<file path="src/rtl/tff_bank_ctrl.sv">
// Command sequencer for an external bank of T flip-flops.
// Drives per-bit toggles and checks the bank against the target.
module tff_bank_ctrl #(
   parameter int WIDTH = 4
) (
   input  logic             clk,
   input  logic             reset,
   input  logic             cmd_valid,
   output logic             cmd_ready,
   input  logic [1:0]       cmd_op,
   input  logic [WIDTH-1:0] cmd_data,
   input  logic [WIDTH-1:0] q_in,
   output logic [WIDTH-1:0] t_out,
   output logic             busy,
   output logic             done,
   output logic             err
);

   typedef enum logic [2:0] {
      S_IDLE,
      S_APPLY,
      S_RUN,
      S_CHECK,
      S_DONE
   } state_t;

   localparam logic [1:0] OP_CLR = 2'b00;
   localparam logic [1:0] OP_LD  = 2'b01;
   localparam logic [1:0] OP_UP  = 2'b10;
   localparam logic [1:0] OP_DN  = 2'b11;

   state_t           r_state;
   logic [1:0]       r_op;
   logic [WIDTH-1:0] r_target;
   logic [WIDTH-1:0] r_rem;
   logic             r_err;

   logic [WIDTH-1:0] w_up;
   logic [WIDTH-1:0] w_dn;
   logic [WIDTH-1:0] w_t;
   logic             w_all1;
   logic             w_all0;

   // Sequencer: accept, apply/run, check, done pulse.
   always_ff @(posedge clk or negedge reset) begin
      if (!reset) begin
         r_state  <= S_IDLE;
         r_op     <= OP_CLR;
         r_target <= '0;
         r_rem    <= '0;
         r_err    <= 1'b0;
      end else begin
         unique case (r_state)
            S_IDLE: begin
               if (cmd_valid) begin
                  r_op  <= cmd_op;
                  r_err <= 1'b0;
                  r_rem <= '0;
                  unique case (cmd_op)
                     OP_CLR: begin
                        r_target <= '0;
                        r_state  <= S_APPLY;
                     end
                     OP_LD: begin
                        r_target <= cmd_data;
                        r_state  <= S_APPLY;
                     end
                     OP_UP: begin
                        r_target <= q_in + cmd_data;
                        r_rem    <= cmd_data;
                        r_state  <= (cmd_data != '0) ? S_RUN : S_CHECK;
                     end
                     OP_DN: begin
                        r_target <= q_in - cmd_data;
                        r_rem    <= cmd_data;
                        r_state  <= (cmd_data != '0) ? S_RUN : S_CHECK;
                     end
                     default: r_state <= S_IDLE;
                  endcase
               end
            end
            S_APPLY: r_state <= S_CHECK;
            S_RUN: begin
               r_rem <= r_rem - WIDTH'(1);
               if (r_rem == WIDTH'(1)) begin
                  r_state <= S_CHECK;
               end
            end
            S_CHECK: begin
               r_err   <= (q_in != r_target);
               r_state <= S_DONE;
            end
            S_DONE:  r_state <= S_IDLE;
            default: r_state <= S_IDLE;
         endcase
      end
   end

   // Toggle vector: diff mask in APPLY, counter carry/borrow chain in RUN.
   always_comb begin
      w_up   = '0;
      w_dn   = '0;
      w_t    = '0;
      w_all1 = 1'b1;
      w_all0 = 1'b1;
      for (int i = 0; i < WIDTH; i++) begin
         w_up[i] = w_all1;
         w_dn[i] = w_all0;
         w_all1  = w_all1 & q_in[i];
         w_all0  = w_all0 & ~q_in[i];
      end
      unique case (r_state)
         S_APPLY: w_t = q_in ^ r_target;
         S_RUN:   w_t = (r_op == OP_UP) ? w_up : w_dn;
         default: w_t = '0;
      endcase
   end

   assign t_out     = w_t;
   assign busy      = (r_state != S_IDLE);
   assign cmd_ready = (r_state == S_IDLE);
   assign done      = (r_state == S_DONE);
   assign err       = r_err;

endmodule
</file>
<file path="config.mk">
export PLATFORM = sky130hd
export DESIGN_NAME = tff_bank_ctrl
export DESIGN_NICKNAME = d
export VERILOG_FILES = /design/src/rtl/tff_bank_ctrl.sv
export SDC_FILE = /design/constraint.sdc
export NUM_CORES = 1
export LEC_CHECK = 0
export CAP_MARGIN = 20
export CORE_MARGIN = 10
export CORE_UTILIZATION = 29
export DETAILED_ROUTE_END_ITERATION = 8
export GPL_TIMING_DRIVEN = 0
export SLEW_MARGIN = 20
export SYNTH_ARGS = -nofsm -noshare
export SYNTH_HDL_FRONTEND = slang
export SYNTH_SLANG_ARGS = --single-unit
</file>
<file path="constraint.sdc">
create_clock -name clk -period 2.96 [get_ports clk]
set_input_delay 0.444 -clock clk [delete_from_list [all_inputs] [get_ports clk]]
set_output_delay 0.444 -clock clk [all_outputs]
set_load 0.01 [all_outputs]
</file>
==> results of run 1 <==
[layout make-up]
type | count | area [um2] | area share
Multi-Input combinational cell | 92 | 674 | 0.487
Sequential cell | 14 | 350 | 0.253
Timing Repair Buffer | 19 | 190 | 0.137
Tap cell | 48 | 60.1 | 0.0434
Clock buffer | 3 | 41.3 | 0.0298
Inverter | 10 | 37.5 | 0.0271
Buffer | 5 | 31.3 | 0.0226
[cell families after synthesis]
family                   count (synthesis)
AND/OR/NAND/NOR                         43
AO/OA/AOI/OAI                           34
buffers and inverters                   15
flip-flops                              14
XOR/XNOR                                 8
adder cells (fa/ha/maj)                  7
[placed cells by master (no fill, tap or decap), types with 2 or more instances in the layout]
master / n
ha_1: 6
nor2_1: 8
nor2b_1: 5
xor2_1: 5
nand2_1: 11
nor3_1: 2
nor3b_1: 2
a311oi_1: 2
xnor2_1: 3
o22ai_1: 2
clkdlybuf4s50_1: 19
o21ai_1: 2
a21oi_1: 14
clkbuf_8: 3
dfrtp_1: 14
and3_1: 3
o21ai_0: 3
nand3b_1: 2
inv_1: 10
clkbuf_1: 2
a211oi_1: 3
a22oi_1: 2
[registers in the layout, summed over array words and instances (netlist names)]
signal,count
r_rem,4
r_target,4
r_state,3
r_op,2
err,1
[power by group through the flow]
stage	Combinational [mW]	Sequential, mW	Clock (mW)
after floorplan	0.454	0.343	0
after detailed placement	0.682	0.352	0
final	0.672	0.348	0.155
after CTS	0.685	0.349	0.162
after global placement	0.664	0.350	0
after global routing	0.752	0.361	0.168
[final timing paths]
kind                             from       end  cells after the start
max                           q_in[1]  t_out[3]                      5
min                           r_op[0]   r_op[0]                      2
max reg2reg                r_state[2]  r_rem[1]                      5
min reg2reg                   r_op[0]   r_op[0]                      2
max in group asynchronous       reset  r_rem[3]                      1
min in group asynchronous       reset       err                      1
[tightest hold or removal path, cell delays in order (launching register included)]
cell and delay (ns):
dfrtp_1 0.34, nand2_1 0.05, nand2_1 0.05
[metrics by stage]
stage | power [mW] | instances | hold WS, ns
after floorplan | 0.797 | 121 | 0.148
after global placement | 1.01 | 188 | 0.454
after detailed placement | 1.03 | 188 | 0.465
after CTS | 1.20 | 191 | 0.479
after global routing | 1.28 | 191 | 0.494
final | 1.17 | 191 | 0.481
[per-layer routing]
metal | vias up | global-route usage | share of wire | routed length (um)
met1 | 446 | 0.111 | 0.47 | 1250
met2 | 18 | 0.130 | 0.45 | 1190
met3 | 4 | 0.0243 | 0.066 | 175
li1 | 477 | - | - | -
met4 | 0 | 0.0415 | 0.015 | 41
met5 | - | 0 | 0 | 0
==> metrics.txt, run 1 <==
total clock sinks=14; Power Dens Cells=848 nW/um2; Initial Utilization=0.299; post-synthesis sequential area ratio=0.320; Place WS=0.174 ns; adder-cell share of the synthesized area=0.0870; post-cts sizing count=0; CP max-delay cell=clkdlybuf4s50_1; postcts setup bufs=0; switching portion of total power=0.407; Setup-failing EPs final=0; die height=81.4 um; max incr delay on CP=0.56 ns; CP Data Required Time=2.52 ns; nets=165; Internal=0.697 mW; final instance area=1390 um2; Setup CP Type=input pin to output pin; static leakage=0.575 nW; Slew Viols, Final=0; Core Region=3660 um2; Layout area overhead=26.7%; area of the die=6630 um2; Post-Synth Simple-Gate Area=0.255; startpoint types=input pin; Clock Latency Late Sink=0.24 ns; filler instances=386; Combinational Power Share=0.572; Top FF cell, synth=dfrtp_1; Worst-Margin Slew=0.668 ns; vias in the first global route=948; Setup TNS Final=0 ns; crit-path cells=clkdlybuf4s50_1, nor4_1, o21ai_0, a21oi_1, clkdlybuf4s50_1; Buffers on Ports=19; status=completed; most used cell, CP=clkdlybuf4s50_1; warning count from the yosys run=0; Antenna Nets Post-Route=0; Crit path max-delay family=buffers and inverters; DRC=0; global placer's final weighted congestion=0.820; Post-Syn Instances=121; NetSw=0.478 mW; Clock Power Share=0.132; I/O pin count=21; CTS max path bufs=2; hpwl dp=2200 um; row cnt=22; fin util=0.378; commonest cells in the netlist=a21oi_1 (14), dfrtp_1 (14), nand2_1 (11); mux contribution to synthesized area=0; number of synthesized flops with an enable pin=0; Synth Area in Compound Gates=0.211; fmax=0.388 GHz; Distinct cells, synth=40; Post-DP Area=1340 um2; share of flip-flops with an asynchronous set or reset=1.00; setup ws final=0.383 ns; Synth area leader=dfrtp_1; final wirelength=2660 um; CTS H-tree lvls=1; Iter 0 DRT Violations=58; Reg clk slew, reported paths=0.06 ns; Clock Skew=0.00117 ns; unrepaired setup endpoints after global routing=false; wire length per cell=13.9 um; GR Overflow Total=0; Hold Buf Count CTS=0; Root Driver=clkbuf_8; Seq cells post-synth=14; Avg Cell Area, Syn=9.04 um2; CTS tree=built; main combinational cell family by area after synthesis=simple AND/OR/NAND/NOR gates; dominant cells by area after synthesis=dfrtp_1 (32%), ha_1 (6.9%), a21oi_1 (6.4%); Final min period=2.58 ns; Final Hold Fails=0; post-synthesis xor/xnor area fraction=0.0641; Max Fanout on Critical Path=7; post-synth top area share=0.320; Post-Syn Nets=141; Critical Path Sink Type=output pin; CP Buf/Inv Count=2; All-Layer GR Usage=0.0862; routed vias=945; Flop pwr share=0.296; DRT Pass-1 Iters=4; VDD IR max=0.000202 V; WP data arrival=2.13 ns; antenna violations before repair=0; first-pass GRT wire length=4470 um; Slew HR=0.553; die width=81.4 um; share of layout cells above drive strength 1=0.0909; ant diodes=0; worst min-delay path category=register to register; CTS buffer count=3; period utilization=0.871; flop-to-flop setup slack=1.30 ns; largest net degree at the start of global routing=15; via/cell ratio=4.95; max cap viols=0; synthesized cell area=1090 um2
Note: power is estimated with default switching activity, not from simulation.
==> run 2, diff against run 1 <==
- REMOVE_ABC_BUFFERS: unset -> 1
- TNS_END_PERCENT: unset -> 10
==> run 2 against run 1 <==
Effect of this change: register-to-register slack worse by 0.10 ns; count of clock-buffer cells in the layout unchanged; clock power decreased by 3%; worst setup slack got worse by 0.033 ns; combinational power decreased by 11%; largest power group unchanged; die area did not move; critical path type is now input pin to register; maximum frequency fell by 1.3%; worst hold slack improved by 0.0062 ns; global-route usage decreased by 0.18 points; core utilization is 0.58 points lower.
==> metrics.txt, run 2 (synthesized netlist as in run 1, its figures left out) <==
most frequent cells in the layout=clkdlybuf4s50_1 (20), a21oi_1 (14), dfrtp_1 (14), nand2_1 (11), inv_1 (10); Antenna Nets Post-Route=0 (unchanged); Max Fanout on Critical Path=11 (+4); post-cts sizing count=0 (unchanged); DRT Pass-1 Iters=4 (unchanged); final wirelength=2730 um (+2.8%); R2R Path Start=r_state[2]; vias in the first global route=914 (-3.6%); static leakage=0.560 nW (-2.5%); Hold Crit Start=r_op[1]; area of the die=6630 um2 (unchanged); DRC=0 (unchanged); Largest regs=r_rem: 4 flops, r_target: 4 flops, r_state: 3 flops; period utilization=0.882 (+0.0111); wire length per cell=14.6 um (+5.0%); Reg clk slew, reported paths=0.05 ns (about the same); die height=81.4 um (unchanged); reg2reg end=r_rem[1]; Layout area overhead=24.7%; Flop pwr share=0.349 (+0.053); max cap viols=0 (unchanged); ant diodes=0 (unchanged); GR Overflow Total=0 (unchanged); worst min-delay path category=register to register; Initial Utilization=0.299 (unchanged); Slew Viols, Final=0 (unchanged); die width=81.4 um (unchanged); WHS=0.487 ns (+0.00619 ns); postcts setup bufs=0 (unchanged); Clock Power Share=0.131 (about the same); row cnt=22 (unchanged); CTS tree=built; Setup-failing EPs final=0 (unchanged); WP data arrival=2.79 ns (+0.66 ns); PnR Total Power=1.15 mW (-2.1%); Slew HR=0.562 (+0.00926); Setup crit end=r_target[3]; CTS buffer count=3 (unchanged); Worst-Margin Slew=0.655 ns (-0.0138 ns); Reg2Reg Depth=4 (-1); commonest non-fill, non-tap cell in the layout=clkdlybuf4s50_1; Critical Path Sink Type=register; CTS max path bufs=2 (unchanged); Final Hold Fails=0 (unchanged); All-Layer GR Usage=0.0845 (-0.00176); Post-DP Area=1320 um2 (-1.6%); unrepaired setup endpoints after global routing=false; Clock Skew=0.00197 ns (+0.000796 ns); filler instances=383 (-0.78%); global placer's final weighted congestion=0.833 (+1.5%); Setup TNS Final=0 ns (unchanged); Power Dens Cells=844 nW/um2 (-0.53%); antenna violations before repair=0 (unchanged); nets=161 (-2.4%); Hold Buf Count CTS=0 (unchanged); dpl cells=184 (-2.1%); fmax=0.383 GHz (-1.3%); Buffers on Ports=20 (+1); Setup CP Type=input pin to register; final instance area=1360 um2 (-1.5%); NetSw=0.477 mW (-0.27%); Clock Latency Late Sink=0.24 ns (about the same); Core Region=3660 um2 (unchanged); hpwl dp=2240 um (+1.9%); largest net degree at the start of global routing=15 (unchanged); VDD IR max=0.000244 V (+21%); Worst Setup SP=cmd_op[1]; via/cell ratio=5.06 (+2.2%); share of layout cells above drive strength 1=0.0719 (-0.0190); Combinational Power Share=0.520 (-0.052); Root Driver=clkbuf_8; startpoint types=input pin; CP Data Required Time=3.14 ns (+0.62 ns); Internal=0.674 mW (-3.3%); Finished Layout Cells=187 (-2.1%); routed vias=946 (+0.11%); switching portion of total power=0.414 (+0.00743); first-pass GRT wire length=4330 um (-3.1%); Iter 0 DRT Violations=48 (-17%); status=completed; I/O pin count=21 (unchanged); CTS H-tree lvls=1 (unchanged); total clock sinks=14 (unchanged); flop-to-flop setup slack=1.20 ns (-0.10 ns); Final min period=2.61 ns (+0.0330 ns)
run 2: cell count changes in the layout (fill, tap and decap cells not counted):
cell,delta
buf_4,-1
clkbuf_1,-2
buf_6,-1
buf_2,-1
clkdlybuf4s50_1,+1
run 2: worst min-delay path by stage:
| stage | endpoint | slack [ns] | cells after the start |
|---|---|---|---|
| 2_1_floorplan | err | 0.15 | 0 |
| 3_3_place_gp | r_op[1] | 0.45 | 2 |
| 3_5_place_dp | r_op[0] | 0.47 | 2 |
| 4_1_cts | r_op[0] | 0.49 | 2 |
| 5_1_grt | r_rem[3] | 0.52 | 1 |
| 6_report | r_op[1] | 0.49 | 2 |
run 2: power groups by stage:
stage	clock network, mW	logic (mW)	registers, mW
2_1_floorplan	0	0.385	0.384
4_1_cts	0.159	0.608	0.402
5_1_grt	0.167	0.669	0.418
3_3_place_gp	0	0.588	0.397
3_5_place_dp	0	0.605	0.405
6_report	0.151	0.598	0.402
run 2: critical path: stages:
cell and delay, ns:
clkdlybuf4s50_1 0.70, nand2_1 0.17, o21ai_0 0.36, inv_1 0.09, ha_1 0.27, nor2b_1 0.12
o21ai_1 0.13, a2111oi_4 0.36, nand3b_1 0.14
run 2: stage by stage:
stage	util	setup slack, ns
global route	0.373	0.113
finish	0.373	0.350
CTS	0.373	0.345
floorplan	-	1.00
detailed placement	0.361	0.0937
global placement	0.361	0.136
run 2: layer usage:
metal  GRT usage  vias to the layer above  wire, um
met5           0                        -         0
met4      0.0156                        0        14
met3      0.0331                        4       181
met2       0.153                       19      1350
met1      0.0910                      453      1190
li1            -                      470         -
run 2: layout make-up:
cell class | count | area [um2] | share of cell area
multi-input cells | 92 | 674 | 0.494
well taps | 48 | 60.1 | 0.0440
clock buffers | 3 | 41.3 | 0.0303
repair buffers | 20 | 200 | 0.147
inverters | 10 | 37.5 | 0.0275
flip-flops and latches | 14 | 350 | 0.257
